--- config.mk ---
export PLATFORM = sky130hd
export DESIGN_NAME = handshake_monitor
export DESIGN_NICKNAME = d
export VERILOG_FILES = /design/src/rtl/handshake_monitor_pkg.sv /design/src/rtl/handshake_monitor_chan.sv /design/src/rtl/handshake_monitor.sv
export SDC_FILE = /design/constraint.sdc
export NUM_CORES = 1
export LEC_CHECK = 0
export ABC_AREA = 1
export BUFFER_PORTS_ARGS = -buffer_cell sky130_fd_sc_hd__buf_2
export CORE_ASPECT_RATIO = 1.2
export CORE_MARGIN = 4
export CORE_UTILIZATION = 35
export DETAILED_ROUTE_END_ITERATION = 12
export PLACE_DENSITY = 0.57
export SYNTH_ARGS = -nofsm -noshare
export SYNTH_HDL_FRONTEND = slang
export SYNTH_SLANG_ARGS = --single-unit
--- constraint.sdc ---
create_clock -name clk_i -period 2.8 [get_ports clk_i]
set_input_delay 0.28 -clock clk_i [delete_from_list [all_inputs] [get_ports clk_i]]
set_output_delay 0.28 -clock clk_i [all_outputs]
set_load 0.005 [all_outputs]
--- src/rtl/handshake_monitor_pkg.sv ---
// Shared types for the valid/ready handshake monitor.
// The channel FSM tracks whether an offered beat is still waiting for ready.
package handshake_monitor_pkg;

   typedef enum logic {
      ST_IDLE  = 1'b0,
      ST_STALL = 1'b1
   } hs_state_e;

endpackage : handshake_monitor_pkg

--- src/rtl/handshake_monitor_chan.sv ---
// One monitored valid/ready channel: handshake/stall counters, sticky protocol
// violation flags, and a circular history of the last HistDepth accepted beats.
module handshake_monitor_chan
   import handshake_monitor_pkg::*;
#(
   parameter type         T         = logic,
   parameter int unsigned CntWidth  = 32,
   parameter int unsigned HistDepth = 4
) (
   input  logic                         clk_i,
   input  logic                         rst_i,
   input  logic                         clear_i,
   input  logic                         valid_i,
   input  logic                         ready_i,
   input  T                             data_i,
   input  logic [$clog2(HistDepth)-1:0] hist_idx_i,
   output logic                         hs_o,
   output T                             wave_o,
   output logic [CntWidth-1:0]          beat_cnt_o,
   output logic [CntWidth-1:0]          stall_cnt_o,
   output logic                         valid_drop_o,
   output logic                         data_unstable_o,
   output T                             hist_data_o,
   output logic [$clog2(HistDepth):0]   hist_cnt_o,
   output hs_state_e                    state_o
);

   localparam int unsigned AW  = $clog2(HistDepth);
   localparam int unsigned HCW = AW + 1;

   hs_state_e           state_q,    state_d;
   T                    hold_q,     hold_d;
   logic [CntWidth-1:0] beat_q,     beat_d;
   logic [CntWidth-1:0] stall_q,    stall_d;
   logic                drop_q,     drop_d;
   logic                unstable_q, unstable_d;
   logic [AW-1:0]       wptr_q,     wptr_d;
   logic [HCW-1:0]      hcnt_q,     hcnt_d;
   T                    hist_q [HistDepth];
   T                    hist_d [HistDepth];

   logic          hs;
   logic          stall_cyc;
   logic [AW-1:0] rd_ptr;

   assign hs        = valid_i & ready_i;
   assign stall_cyc = valid_i & ~ready_i;

   always_comb begin
      state_d    = state_q;
      hold_d     = hold_q;
      beat_d     = beat_q;
      stall_d    = stall_q;
      drop_d     = drop_q;
      unstable_d = unstable_q;
      wptr_d     = wptr_q;
      hcnt_d     = hcnt_q;
      hist_d     = hist_q;

      case (state_q)
         ST_IDLE: begin
            if (stall_cyc) begin
               state_d = ST_STALL;
               hold_d  = data_i;
            end
         end
         ST_STALL: begin
            // The offered payload must stay frozen until accepted, including the accepting cycle.
            if (valid_i && (data_i != hold_q)) unstable_d = 1'b1;
            if (!valid_i && !ready_i)          drop_d     = 1'b1;
            if (!valid_i || ready_i)           state_d    = ST_IDLE;
         end
         default: state_d = ST_IDLE;
      endcase

      if (hs && (beat_q != '1))         beat_d  = beat_q + CntWidth'(1);
      if (stall_cyc && (stall_q != '1)) stall_d = stall_q + CntWidth'(1);

      if (hs) begin
         hist_d[wptr_q] = data_i;
         wptr_d         = wptr_q + AW'(1);
         if (hcnt_q != HCW'(HistDepth)) hcnt_d = hcnt_q + HCW'(1);
      end

      // Clear overrides everything above, including a coincident handshake.
      if (clear_i) begin
         state_d    = ST_IDLE;
         hold_d     = '0;
         beat_d     = '0;
         stall_d    = '0;
         drop_d     = 1'b0;
         unstable_d = 1'b0;
         wptr_d     = '0;
         hcnt_d     = '0;
         for (int i = 0; i < int'(HistDepth); i++) hist_d[i] = '0;
      end
   end

   always_ff @(posedge clk_i or posedge rst_i) begin
      if (rst_i) begin
         state_q    <= ST_IDLE;
         hold_q     <= '0;
         beat_q     <= '0;
         stall_q    <= '0;
         drop_q     <= 1'b0;
         unstable_q <= 1'b0;
         wptr_q     <= '0;
         hcnt_q     <= '0;
         for (int i = 0; i < int'(HistDepth); i++) hist_q[i] <= '0;
      end else begin
         state_q    <= state_d;
         hold_q     <= hold_d;
         beat_q     <= beat_d;
         stall_q    <= stall_d;
         drop_q     <= drop_d;
         unstable_q <= unstable_d;
         wptr_q     <= wptr_d;
         hcnt_q     <= hcnt_d;
         hist_q     <= hist_d;
      end
   end

   // Most recent beat sits one slot behind the write pointer.
   assign rd_ptr = wptr_q - AW'(1) - hist_idx_i;

   always_comb begin
      hist_data_o = '0;
      if ({1'b0, hist_idx_i} < hcnt_q) hist_data_o = hist_q[rd_ptr];
   end

   assign hs_o            = hs;
   assign wave_o          = hs ? data_i : T'('0);
   assign beat_cnt_o      = beat_q;
   assign stall_cnt_o     = stall_q;
   assign valid_drop_o    = drop_q;
   assign data_unstable_o = unstable_q;
   assign hist_cnt_o      = hcnt_q;
   assign state_o         = state_q;

endmodule : handshake_monitor_chan

--- src/rtl/handshake_monitor.sv ---
// Passive monitor for NumChannels independent valid/ready links; each channel
// is an independent handshake_monitor_chan sharing only clock, reset and clear.
module handshake_monitor
   import handshake_monitor_pkg::*;
#(
   parameter int unsigned NumChannels = 1,
   parameter type         T           = logic,
   parameter int unsigned CntWidth    = 32,
   parameter int unsigned HistDepth   = 4
) (
   input  logic                         clk_i,
   input  logic                         rst_i,
   input  logic                         clear_i,
   input  logic [NumChannels-1:0]       valid_i,
   input  logic [NumChannels-1:0]       ready_i,
   input  T                             data_i          [NumChannels],
   input  logic [$clog2(HistDepth)-1:0] hist_idx_i,
   output logic [NumChannels-1:0]       hs_o,
   output T                             wave_o          [NumChannels],
   output logic [CntWidth-1:0]          beat_cnt_o      [NumChannels],
   output logic [CntWidth-1:0]          stall_cnt_o     [NumChannels],
   output logic [NumChannels-1:0]       valid_drop_o,
   output logic [NumChannels-1:0]       data_unstable_o,
   output T                             hist_data_o     [NumChannels],
   output logic [$clog2(HistDepth):0]   hist_cnt_o      [NumChannels],
   output hs_state_e                    state_o         [NumChannels]
);

   // Handshake rule: a beat transfers on every rising edge where valid_i and
   // ready_i are both high; once valid_i rises it must stay high with stable
   // data_i until that transfer, and ready_i may toggle freely.
   for (genvar g = 0; g < int'(NumChannels); g++) begin : g_chan
      handshake_monitor_chan #(
         .T         (T),
         .CntWidth  (CntWidth),
         .HistDepth (HistDepth)
      ) u_chan (
         .clk_i           (clk_i),
         .rst_i           (rst_i),
         .clear_i         (clear_i),
         .valid_i         (valid_i[g]),
         .ready_i         (ready_i[g]),
         .data_i          (data_i[g]),
         .hist_idx_i      (hist_idx_i),
         .hs_o            (hs_o[g]),
         .wave_o          (wave_o[g]),
         .beat_cnt_o      (beat_cnt_o[g]),
         .stall_cnt_o     (stall_cnt_o[g]),
         .valid_drop_o    (valid_drop_o[g]),
         .data_unstable_o (data_unstable_o[g]),
         .hist_data_o     (hist_data_o[g]),
         .hist_cnt_o      (hist_cnt_o[g]),
         .state_o         (state_o[g])
      );
   end

endmodule : handshake_monitor

# ---- After elaboration in Yosys (flattened, before gate mapping)
# Index checks and enable logic that the tools add are counted.
dict set report word_totals {
  input_bits 8
  word_cells 85
  output_inout_bits 73
  register_bits 77
}
dict set report classes {
  mux 32
  reduce_logical 20
  n_eq_ne 5
  n_addsub 6
  n_lt_le_gt_ge 4
  bitwise 6
}
# op n
set op_table {}
lappend op_table {{$mux W32} 4}
lappend op_table {{$add A32 B1 Y32 const B} 2}
lappend op_table {{$ne A32 B32 Y1 const B} 2}
lappend op_table {{$mux W1} 17}
lappend op_table {{$reduce_bool A2 Y1} 8}
lappend op_table {{$mux W3} 3}
lappend op_table {{$mux W4} 2}
lappend op_table {{$reduce_and A2 Y1} 4}
lappend op_table {{$ge A3 B3 Y1 const B} 2}
lappend op_table {{$not A2 Y3} 2}
lappend op_table {{$logic_and A1 B1 Y1} 5}
lappend op_table {{$bwmux W4} 1}
lappend op_table {{$mux W2} 2}
lappend op_table {{$add A3 B1 Y3 const B} 1}
lappend op_table {{$lt A2 B3 Y1} 1}
lappend op_table {{$lt A3 B1 Y1 const B} 1}
lappend op_table {{$ne A3 B3 Y1 const B} 1}
lappend op_table {{$add A2 B1 Y2 const B} 1}
lappend op_table {{$and A1 B1 Y1} 2}
lappend op_table {{$bmux W1 S2} 1}
lappend op_table {{$demux W1 S2} 1}
lappend op_table {{$logic_not A1 Y1} 2}
lappend op_table {{$ne A2 B2 Y1 const B} 1}
lappend op_table {{$not A1 Y1} 2}
lappend op_table {{5 further kinds} 5}

# ---- Logic depth before layout (Yosys ltp)
# Gate-level depths: netlist (run 1).
dict set report logic_depth {
  word_depth 8
  depth_mapped 11
  mapped_depth_nobuf 10
}

# ---- Least setup slack after synthesis (run 1)
# Ideal clock, no wire load.
dict set report synth_timing {
  path_type {register to register}
  startpoint {reg g_chan[0].u_chan.stall_q[0]}
  endpoint {reg g_chan[0].u_chan.stall_q[1]}
  setup_slack_ps 1172
  arrival_ps 1512
  required_time_ps 2684
  period_less_slack_ps 1628
  setup_ps 116
  path_buffers 1
  path_stages_with_launch 12
  cell_sequence {dfrtp_1 -> ha_1 -> nand2_2 -> nor2_2 -> nand2_4 -> nor2_8 -> nand3_4 -> nand2_4 -> inv_4 -> buf_6 -> nand2_2 -> nand2_1}
}
dict set report synth_via {
  elab_chain_cells 3
  elab_cells_between_ends 6
  cone_classes {add/sub: 1; eq/ne: 1; mux: 2; reduce/logical: 2}
}
# item line_no
set synth_rtl {}
lappend synth_rtl {{start, declared} handshake_monitor_chan.sv:34} ;# logic [CntWidth-1:0] stall_q, stall_d;
lappend synth_rtl {{start signal, assigned} handshake_monitor_chan.sv:114} ;# stall_q <= stall_d;
lappend synth_rtl {{$add A32 B1 Y32 or $ne A32 B32 Y1 (tied branches)} handshake_monitor_chan.sv:77} ;# if (stall_cyc && (stall_q != '1)) stall_d = stall_q + CntWidth'(1);
lappend synth_rtl {{$mux W32 or $logic_and A1 B1 Y1 (tied branches)} handshake_monitor_chan.sv:77}
lappend synth_rtl {{$mux W32 or $reduce_bool A2 Y1 (tied branches)} -}
# Parallel ways exist; a longest one is shown, timed or not. The select of a mux whose other input is x is not followed.
# A chain may end at the register's enable or synchronous reset.

# ---- Worst setup path after layout (run 1)
dict set report layout_timing {
  startpoint {reg g_chan[0].u_chan.beat_q[0]}
  endpoint {reg g_chan[0].u_chan.beat_q[19]}
}
dict set report layout_via {
  elab_chain_cells 3
  elab_cells_between_ends 6
  cone_classes {add/sub: 1; eq/ne: 1; mux: 2; reduce/logical: 2}
}
# item line_no
set layout_rtl {}
lappend layout_rtl {{start, declared} handshake_monitor_chan.sv:33} ;# logic [CntWidth-1:0] beat_q, beat_d;
lappend layout_rtl {{start signal, assigned} handshake_monitor_chan.sv:113} ;# beat_q <= beat_d;
lappend layout_rtl {{$add A32 B1 Y32 or $ne A32 B32 Y1 (tied branches)} handshake_monitor_chan.sv:76} ;# if (hs && (beat_q != '1)) beat_d = beat_q + CntWidth'(1);
lappend layout_rtl {{$mux W32 or $logic_and A1 B1 Y1 (tied branches)} handshake_monitor_chan.sv:76}
lappend layout_rtl {{$mux W32 or $reduce_bool A2 Y1 (tied branches)} -}
# Parallel ways exist; a longest one is shown, timed or not. The select of a mux whose other input is x is not followed.

==> impl_metrics.tcl, run 1 <==
set metrics [dict create \
    cp.buffers_inverters 0 \
    drt_iter0_markers 193 \
    cts_resized 0 \
    placedInstanceArea_mm2 0.00566 \
    layout_commonest_cell "nand2_1" \
    start_util_pct 35.6 \
    worstSetupEndpointType "flop" \
    track_usage_pct 17.3 \
    postSynthAreaPerCell_um2 6.80 \
    hold_ws_ns -0.00616 \
    cp_max_fo 12 \
    final_nets 852 \
    holdCritPathClass "in -> async" \
    drtPass1Iterations 5 \
    grt_setup_unrepaired "false" \
    clk_latency_ns 0.35 \
    cts_setup_buffers 0 \
    finalClockSkew_ns 0.00878 \
    slew_headroom_pct 31.3 \
    multi_input_area_mm2 0.00287 \
    grt_pass1_vias 4720 \
    critPathMostFrequentCell "nand2_1" \
    crit_type "reg -> reg" \
    io_pins 81 \
    n_fill_cell 1540 \
    cp_cell_sequence "ha_1 -> nand2_1 -> nor2_4 -> nand2_4 -> nor2_8 -> a21oi_1 -> nand3_1 -> nand2_1" \
    route.vias.total 4808 \
    wl_per_cell_um 13.6 \
    syn-num-nets 773 \
    critical_path_arrival_ns 2.43 \
    cts.sinks 77 \
    yosysTopAreaCell "dfrtp_1" \
    reg2regPathDepth 8 \
    r2r-end "g_chan[0].u_chan.beat_cnt_o[19]$_DFFE_PP0P_" \
    grt_overflow_total 0 \
    worst_pin_slew_ns 1.03 \
    yosysTopAreaCellShare_pct 37.5 \
    grt_max_degree 37 \
    crit_end "g_chan[0].u_chan.beat_cnt_o[19]$_DFFE_PP0P_" \
    status "finished, violations left" \
    fmax_mhz 464 \
    path_depth 8 \
    yosys-top-cells-area "dfrtp_1 38%, nand2_1 23%, nor2_1 6.9%, inv_1 3.9%, nand3_1 3.3%" \
    core_area_mm2 0.0144 \
    critPathLaunch "g_chan[0].u_chan.beat_cnt_o[0]$_DFFE_PP0P_" \
    worst_path_largest_cell_delay_ns 0.81 \
    route.detailed.drc 0 \
    worstPathRequired_ns 3.08 \
    cts_tree "done" \
    dp_hpwl_um 10300 \
    fin_tns_setup_ns 0 \
    drv_slew 0 \
    timing.rr.start "g_chan[0].u_chan.beat_cnt_o[0]$_DFFE_PP0P_" \
    cts_root_buffer "clkbuf_16" \
    antenna_found_initial 0 \
    violations "hold timing" \
    ys_warn_count 0 \
    htree_num_levels 3 \
    regArea_mm2 0.00193 \
    finalCriticalPeriod_ns 2.15 \
    synth-main-ff-cell "dfrtp_1" \
    drv_cap 0 \
    p_leak_uw 0.00297 \
    wl_um 13800 \
    die_y_um 141 \
    p_per_area_mw_per_mm2 439 \
    diodes 0 \
    tritoncts.num_buffers 9 \
    critPathTopFamily "compound AO/OA/AOI/OAI gates" \
    yosysUniqueCellTypes 33 \
    layout_common_cells "317 x nand2_1, 95 x nor2_1, 80 x buf_2, 77 x dfrtp_1, 53 x inv_1" \
    cp-start-kind "flop" \
    fin_util_pct 41.4 \
    finalCritPeriodShare_pct 76.9 \
    layout.cells.non_filler 1014 \
    drive_gt1_share_pct 17.0 \
    gp_congestion 0.859 \
    ant_nets 0 \
    rows 48 \
    finalHoldViolCount 20 \
    setup_violations 0 \
    r2r_slack_ns 0.65 \
    die-area_mm2 0.0167 \
    viasPerCell 4.74 \
    syn_area_mm2 0.00513 \
    yosysSeqAreaShare_pct 37.5 \
    die_x_um 119 \
    grt_pass1_wl_um 23500 \
    power_uw 2620 \
    io_buffer_count 80 \
    cts.clk_slew.worst_paths_ns 0.07 \
    ys_seq_elements 77 \
    synthArstFlopShare_pct 100 \
    irDropWorstVdd_uv 243 \
    fin_area_mm2 0.00597 \
    synthCells 755 \
    clockBufferDepth 2 \
    hold_buffers 0 \
    synth_edf_count 0 \
    syn_to_final_growth_pct 16.2 \
    place_inst 998 \
    critPathSlowestCell "a21oi_1" \
]
-- where the power goes --
group          switching (uW)  leakage, uW  internal, uW
logic                     152      0.00176          76.4
registers                30.4      0.00107          1140
clock network             502     0.000146           717
total                     685      0.00297          1940
-- state kept, by name, indices dropped and copies added (netlist names) --
name                           flops
g_chan.u_chan.beat_cnt_o          32
g_chan.u_chan.data_unstable_o      1
g_chan.u_chan.hist_cnt_o           3
g_chan.u_chan.hist_q               4
g_chan.u_chan.hold_q               1
g_chan.u_chan.stall_cnt_o         32
g_chan.u_chan.state_o              1
g_chan.u_chan.valid_drop_o         1
g_chan.u_chan.wptr_q               2
-- routing by layer --
layer  global-route usage (%)  vias to the layer above  wire length [um]
li1                         -                     2514                 -
met1                     19.9                     2183              5950
met2                     32.0                       91              7100
met3                     2.81                       20               440
met4                     6.71                        0               285
met5                        0                        -                 0
-- kinds of logic (layout without fill, tap and decap cells) --
logic type / after synthesis / in the layout / synth area share [%]
AOI/OAI and AO/OA: 67 / 67 / 6.75
xor gates and xnor gates: 20 / 20 / 3.41
adders and majority gates: 10 / 10 / 2.44
buffers and inverters: 73 / 157 / 6.48
DFF: 77 / 77 / 37.5
muxes: 1 / 1 / 0.195
and+or+nand+nor: 507 / 507 / 43.2
-- area by class of cell --
type / count / area share (%)
clock inverters: 5 / 1.01
flip-flops and latches: 77 / 32.3
inverters: 58 / 3.71
well taps: 175 / 3.67
clock buffers: 11 / 4.07
multi-input cells: 605 / 48.2
repair buffers: 83 / 7.09
-- per-stage QoR --
stage / worst slack, ns / hold slack [ns]
3_3_place_gp: 0.643 / 0.378
5_1_grt: 0.453 / 0.0366
6_report: 0.647 / -0.00616
4_1_cts: 0.576 / 0.0111
3_5_place_dp: 0.594 / 0.385
2_1_floorplan: 0.553 / 0.374
-- worst register-to-register path, delay by kind of cell (launching register included) --
| family | cells | cell delay [ns] |
|---|---|---|
| simple gates | 6 | 0.62 |
| fa+ha+maj | 1 | 0.23 |
| flops | 1 | 0.42 |
| compound gates | 1 | 0.81 |
-- cells in the mapped netlist, types with 7 or more instances --
master    instances
ha_1             10
nand3_1          34
nand3b_1         20
xnor2_1          13
nand2_1         317
a21oi_1          14
xor2_1            7
inv_1            54
o21ai_0          23
o21ai_1          26
nand2_2          16
dfrtp_1          77
nor2_2            8
nor2_1           95
-- worst min path at each step --
stage	start	end	slack, ns	depth (start not counted)
5_1_grt	rst_i	g_chan[0].u_chan.beat_cnt_o[12]$_DFFE_PP0P_	0.04	2
4_1_cts	rst_i	g_chan[0].u_chan.stall_cnt_o[15]$_DFFE_PP0P_	0.01	2
3_5_place_dp	rst_i	g_chan[0].u_chan.stall_cnt_o[31]$_DFFE_PP0P_	0.38	2
3_3_place_gp	rst_i	g_chan[0].u_chan.stall_cnt_o[31]$_DFFE_PP0P_	0.38	2
2_1_floorplan	ready_i	g_chan[0].u_chan.valid_drop_o$_DFFE_PP0P_	0.37	1
6_report	rst_i	g_chan[0].u_chan.stall_cnt_o[8]$_DFFE_PP0P_	-0.006	2
Power figures use the tool's default switching activity.
==> inputs of run 2 (changes only) <==
==> constraint.sdc (replaced) <==
create_clock -name clk_i -period 2.1 [get_ports clk_i]
set_input_delay 0.21 -clock clk_i [delete_from_list [all_inputs] [get_ports clk_i]]
set_output_delay 0.21 -clock clk_i [all_outputs]
set_load 0.005 [all_outputs]
==> impl_metrics.tcl, run 2 (synthesis results as in run 1) <==
set metrics [dict create \
    p_clk_share_pct 48.1 \
    critPathSlowestCell "dfrtp_1" \
    seq_power_share_pct 43.3 \
    setup_violations 0 \
    slew_headroom_pct 58.1 \
    worstPathRequired_ns 1.89 \
    syn_to_final_growth_pct 19.3 \
    viasPerCell 4.66 \
    track_usage_pct 17.4 \
    combPwrFrac_pct 8.6 \
    grt_max_degree 78 \
    finalClockSkew_ns 0.00627 \
    layout.cells.non_filler 1029 \
    status "finished, final reports clean" \
    core_area_mm2 0.0144 \
    wl_um 14000 \
    p_sw_share_pct 24.4 \
    diodes 0 \
    cts_root_buffer "clkbuf_16" \
    finalHoldViolCount 0 \
    p_per_area_mw_per_mm2 590 \
    wl_per_cell_um 13.6 \
    ant_nets 0 \
    p_int_uw 2730 \
    route.detailed.drc 0 \
    die_x_um 119 \
    grt_pass1_wl_um 23400 \
    grt_overflow_total 0 \
    holdCritStartpoint "ready_i" \
    io_buffer_count 80 \
    io_pins 81 \
    tritoncts.num_buffers 9 \
    drt_iter0_markers 228 \
    drv_slew 0 \
    htree_num_levels 3 \
    p_sw_uw 881 \
    p_leak_uw 0.00307 \
    cts.clk_slew.worst_paths_ns 0.06 \
    critical_path_arrival_ns 1.70 \
    cp_cell_sequence "ha_1 -> xnor2_1 -> xor2_1 -> nand2_1 -> o21ai_0 -> nor2_1 -> buf_2" \
    drtPass1Iterations 4 \
    irDropWorstVdd_uv 313 \
    critPathTopFamily "flip-flops" \
    gp_congestion 0.856 \
    cts.sinks 77 \
    fin_tns_setup_ns 0 \
    dp_hpwl_um 10400 \
    critPathLaunch "g_chan[0].u_chan.wptr_q[0]$_DFFE_PP0P_" \
    clk_latency_ns 0.35 \
    rows 48 \
    layout_commonest_cell "nand2_1" \
    layout_common_cells "317 x nand2_1, 95 x nor2_1, 80 x buf_2, 77 x dfrtp_1, 53 x inv_1" \
    timing.rr.start "g_chan[0].u_chan.beat_cnt_o[0]$_DFFE_PP0P_" \
    clockBufferDepth 2 \
    power_uw 3610 \
    final_nets 867 \
    finalCriticalPeriod_ns 1.91 \
    worstSetupEndpointType "primary output" \
    worst_pin_slew_ns 0.628 \
    drv_cap 0 \
    grt_setup_unrepaired "false" \
    finalCritPeriodShare_pct 90.9 \
    cp.buffers_inverters 1 \
    die-area_mm2 0.0167 \
    grt_pass1_vias 4685 \
    cts_tree "done" \
    cp-start-kind "flop" \
    fmax_mhz 524 \
    r2r_slack_ns 0.24 \
    start_util_pct 35.6 \
    worst_path_largest_cell_delay_ns 0.44 \
    cts_setup_buffers 0 \
    n_fill_cell 1539 \
    place_inst 1012 \
    antenna_found_initial 0 \
    cp_max_fo 6 \
    holdCritPathClass "in -> reg" \
    route.vias.total 4790 \
    drive_gt1_share_pct 18.5 \
    die_y_um 141 \
    crit_type "reg -> out" \
]
==> run 2: power by group through the flow <==
stage	logic [uW]	registers, uW	clock network (uW)
finish	311	1560	1740
global route	361	1570	1860
CTS	320	1570	1790
detailed placement	316	1590	0
global placement	315	1590	0
floorplan	235	1580	0
==> run 2: cell type report <==
type	instances	area, um2	share of cell area (%)
Inverter	58	224	3.66
Tap cell	175	219	3.58
Multi-Input combinational cell	605	2880	47.0
Sequential cell	77	1930	31.5
Clock inverter	4	70.1	1.14
Clock buffer	12	256	4.19
Timing Repair Buffer	98	551	8.99
==> run 2: per-stage QoR <==
| step | instance area [um2] | hold slack, ns | util [%] | setup WS [ns] |
|---|---|---|---|---|
| 3_5_place_dp | 5780 | 0.375 | 40.1 | -0.138 |
| 3_3_place_gp | 5780 | 0.368 | 40.1 | -0.0963 |
| 6_report | 6120 | 0.0888 | 42.5 | 0.192 |
| 2_1_floorplan | 5140 | 0.304 | - | 0.472 |
| 4_1_cts | 6120 | 0.0867 | 42.5 | 0.170 |
| 5_1_grt | 6120 | 0.0931 | 42.5 | 0.0372 |
==> run 2: timing repair <==
action	in CTS	in global routing
endpoints found under the hold margin	4	0
setup endpoints to repair	12	0
hold buffers	1	0
gates resized for setup	1	0
==> run 2: final timing paths <==
kind,to,depth (start not counted)
worst min-delay path,g_chan[0].u_chan.valid_drop_o$_DFFE_PP0P_,2
worst max register to register,g_chan[0].u_chan.beat_cnt_o[2]$_DFFE_PP0P_,8
min in group asynchronous,g_chan[0].u_chan.stall_cnt_o[5]$_DFFE_PP0P_,4
max in group asynchronous,g_chan[0].u_chan.beat_cnt_o[5]$_DFFE_PP0P_,4
worst min register to register,g_chan[0].u_chan.valid_drop_o$_DFFE_PP0P_,2
worst max-delay path,hist_data_o,7
==> run 2: routing by layer <==
layer,part of all wire [%],up-vias,GRT usage [%],routed length (um)
met5,0,-,0,0
met4,2.2,0,7.57,305
met3,3.4,19,2.93,475
met2,52,78,31.8,7260
met1,43,2141,19.9,5950
li1,-,2552,-,-
==> inputs of run 3 (changes only) <==
--- a/config.mk
+++ b/config.mk
@@ -6,10 +6,11 @@
 export NUM_CORES = 1
 export LEC_CHECK = 0
 export ABC_AREA = 1
-export BUFFER_PORTS_ARGS = -buffer_cell sky130_fd_sc_hd__buf_2
+export BUFFER_PORTS_ARGS = -buffer_cell sky130_fd_sc_hd__buf_4
 export CORE_ASPECT_RATIO = 1.2
 export CORE_MARGIN = 4
 export CORE_UTILIZATION = 35
+export CTS_BUF_LIST = sky130_fd_sc_hd__clkbuf_8 sky130_fd_sc_hd__clkbuf_16
 export DETAILED_ROUTE_END_ITERATION = 12
 export PLACE_DENSITY = 0.57
 export SYNTH_ARGS = -nofsm -noshare
==> impl_metrics.tcl, run 3 (synthesis results as in run 1) <==
set metrics [dict create \
    die-area_mm2 0.0167 \
    crit_type "reg -> out" \
    htree_num_levels 3 \
    worstPathRequired_ns 1.89 \
    layout.cells.non_filler 1031 \
    drt_iter0_markers 260 \
    diodes 0 \
    p_int_uw 2530 \
    grt_max_degree 37 \
    finalCriticalPeriod_ns 1.92 \
    core_area_mm2 0.0144 \
    p_per_area_mw_per_mm2 537 \
    drtPass1Iterations 4 \
    cts.clk_slew.worst_paths_ns 0.06 \
    critical_path_arrival_ns 1.71 \
    track_usage_pct 17.6 \
    fin_area_mm2 0.00631 \
    finalHoldViolCount 0 \
    drv_cap 0 \
    status "finished, final reports clean" \
    clockBufferDepth 2 \
    layout_commonest_cell "nand2_1" \
    place_inst 1015 \
    cts_setup_buffers 0 \
    p_sw_uw 859 \
    seq_power_share_pct 46.3 \
    io_buffer_count 80 \
    ant_nets 0 \
    combPwrFrac_pct 9.8 \
    dp_hpwl_um 10900 \
    antenna_found_initial 0 \
    fmax_mhz 521 \
    grt_overflow_total 0 \
    final_nets 870 \
    viasPerCell 4.76 \
    irDropWorstVdd_uv 255 \
    drive_gt1_share_pct 18.6 \
    finalClockSkew_ns 0.00246 \
    cp_max_fo 6 \
    tritoncts.num_buffers 9 \
    start_util_pct 35.6 \
    setup_violations 0 \
    finalCritPeriodShare_pct 91.4 \
    worstSetupEndpointType "primary output" \
    route.detailed.drc 0 \
    die_y_um 141 \
    wl_um 14300 \
    p_leak_uw 0.00307 \
    p_clk_share_pct 43.9 \
    worst_pin_slew_ns 0.672 \
    grt_pass1_wl_um 23800 \
    layout_common_cells "317 x nand2_1, 98 x buf_4, 95 x nor2_1, 77 x dfrtp_1, 55 x inv_1" \
    syn_to_final_growth_pct 23.0 \
    cts_tree "done" \
    drv_slew 0 \
    clk_latency_ns 0.35 \
    p_sw_share_pct 25.4 \
    wl_per_cell_um 13.8 \
    rows 48 \
    gp_congestion 0.870 \
    cp-start-kind "flop" \
    slew_headroom_pct 55.2 \
    holdCritPathClass "in -> reg" \
    cts_root_buffer "clkbuf_16" \
    die_x_um 119 \
    io_pins 81 \
    route.vias.total 4907 \
    cts.sinks 77 \
    grt_pass1_vias 4841 \
    placedInstanceArea_mm2 0.00602 \
    grt_setup_unrepaired "false" \
]
run 3: changes by cell type in the layout (fill, tap and decap cells not counted), moves of 2 or more:
cell / before / now
buf_4: 16 / 98
buf_2: 80 / 0
bufinv_16: 2 / 0
inv_1: 53 / 55
run 3: final timing paths:
| check | slack (ns) | cells after the start | start | to |
|---|---|---|---|---|
| setup reg to reg | 0.20 | 9 | g_chan[0].u_chan.beat_cnt_o[0]$_DFFE_PP0P_ | g_chan[0].u_chan.beat_cnt_o[12]$_DFFE_PP0P_ |
| hold / removal | 0.07 | 2 | ready_i | g_chan[0].u_chan.valid_drop_o$_DFFE_PP0P_ |
| hold reg to reg | 0.53 | 2 | g_chan[0].u_chan.hold_q$_DFFE_PP0P_ | g_chan[0].u_chan.hold_q$_DFFE_PP0P_ |
| max in group asynchronous | 1.06 | 4 | rst_i | g_chan[0].u_chan.stall_cnt_o[23]$_DFFE_PP0P_ |
| setup / recovery | 0.18 | 6 | g_chan[0].u_chan.wptr_q[0]$_DFFE_PP0P_ | hist_data_o |
| min in group asynchronous | 0.49 | 3 | rst_i | g_chan[0].u_chan.stall_cnt_o[8]$_DFFE_PP0P_ |
run 3: layout make-up:
type,instances,area (um2)
timing repair buffer,101,786
multi-input combinational,605,2880
clock inverter,3,12.5
clock buffer,12,267
fill,1546,8100
sequential,77,1930
tap,175,219
inverter,58,224
run 3: metal layers:
| metal | wire (um) | track usage [%] | up-vias | part of all wire (%) |
|---|---|---|---|---|
| met5 | 0 | 0 | - | 0 |
| met4 | 339 | 8.18 | 0 | 2.4 |
| met3 | 534 | 2.61 | 21 | 3.7 |
| met2 | 7440 | 31.5 | 101 | 52 |
| met1 | 5950 | 20.7 | 2232 | 42 |
| li1 | - | - | 2553 | - |
run 3: power groups by stage:
stage               clock [uW]  combinational, uW  sequential, uW
detailed placement           0                336            1600
global placement             0                337            1590
finish                    1490                331            1570
global route              1590                385            1580
floorplan                    0                235            1580
CTS                       1540                341            1570
run 3: worst max-delay path: stages (launching register included):
cell and delay [ns]:
dfrtp_1 0.45, ha_1 0.37, mux2i_1 0.21, nand2_1 0.07
o21ai_0 0.07, nor2_1 0.06, buf_4 0.13
run 3: metrics by stage:
stage | setup slack [ns] | setup TNS, ns | power, uW | util, % | hold WS, ns
3_3_place_gp | -0.0681 | -0.745 | 1930 | 41.8 | 0.325
2_1_floorplan | 0.472 | 0 | 1820 | - | 0.304
3_5_place_dp | -0.155 | -1.57 | 1930 | 41.8 | 0.322
5_1_grt | 0.0188 | 0 | 3550 | 43.8 | 0.0781
6_report | 0.181 | 0 | 3390 | 43.8 | 0.0703
4_1_cts | 0.163 | 0 | 3450 | 43.8 | 0.0650
run 3: what timing repair did:
item                                    CTS  global route
hold buffers                              1             0
gates resized for setup                   1             0
endpoints found under the setup margin   12             0
hold endpoints to repair                 23             0
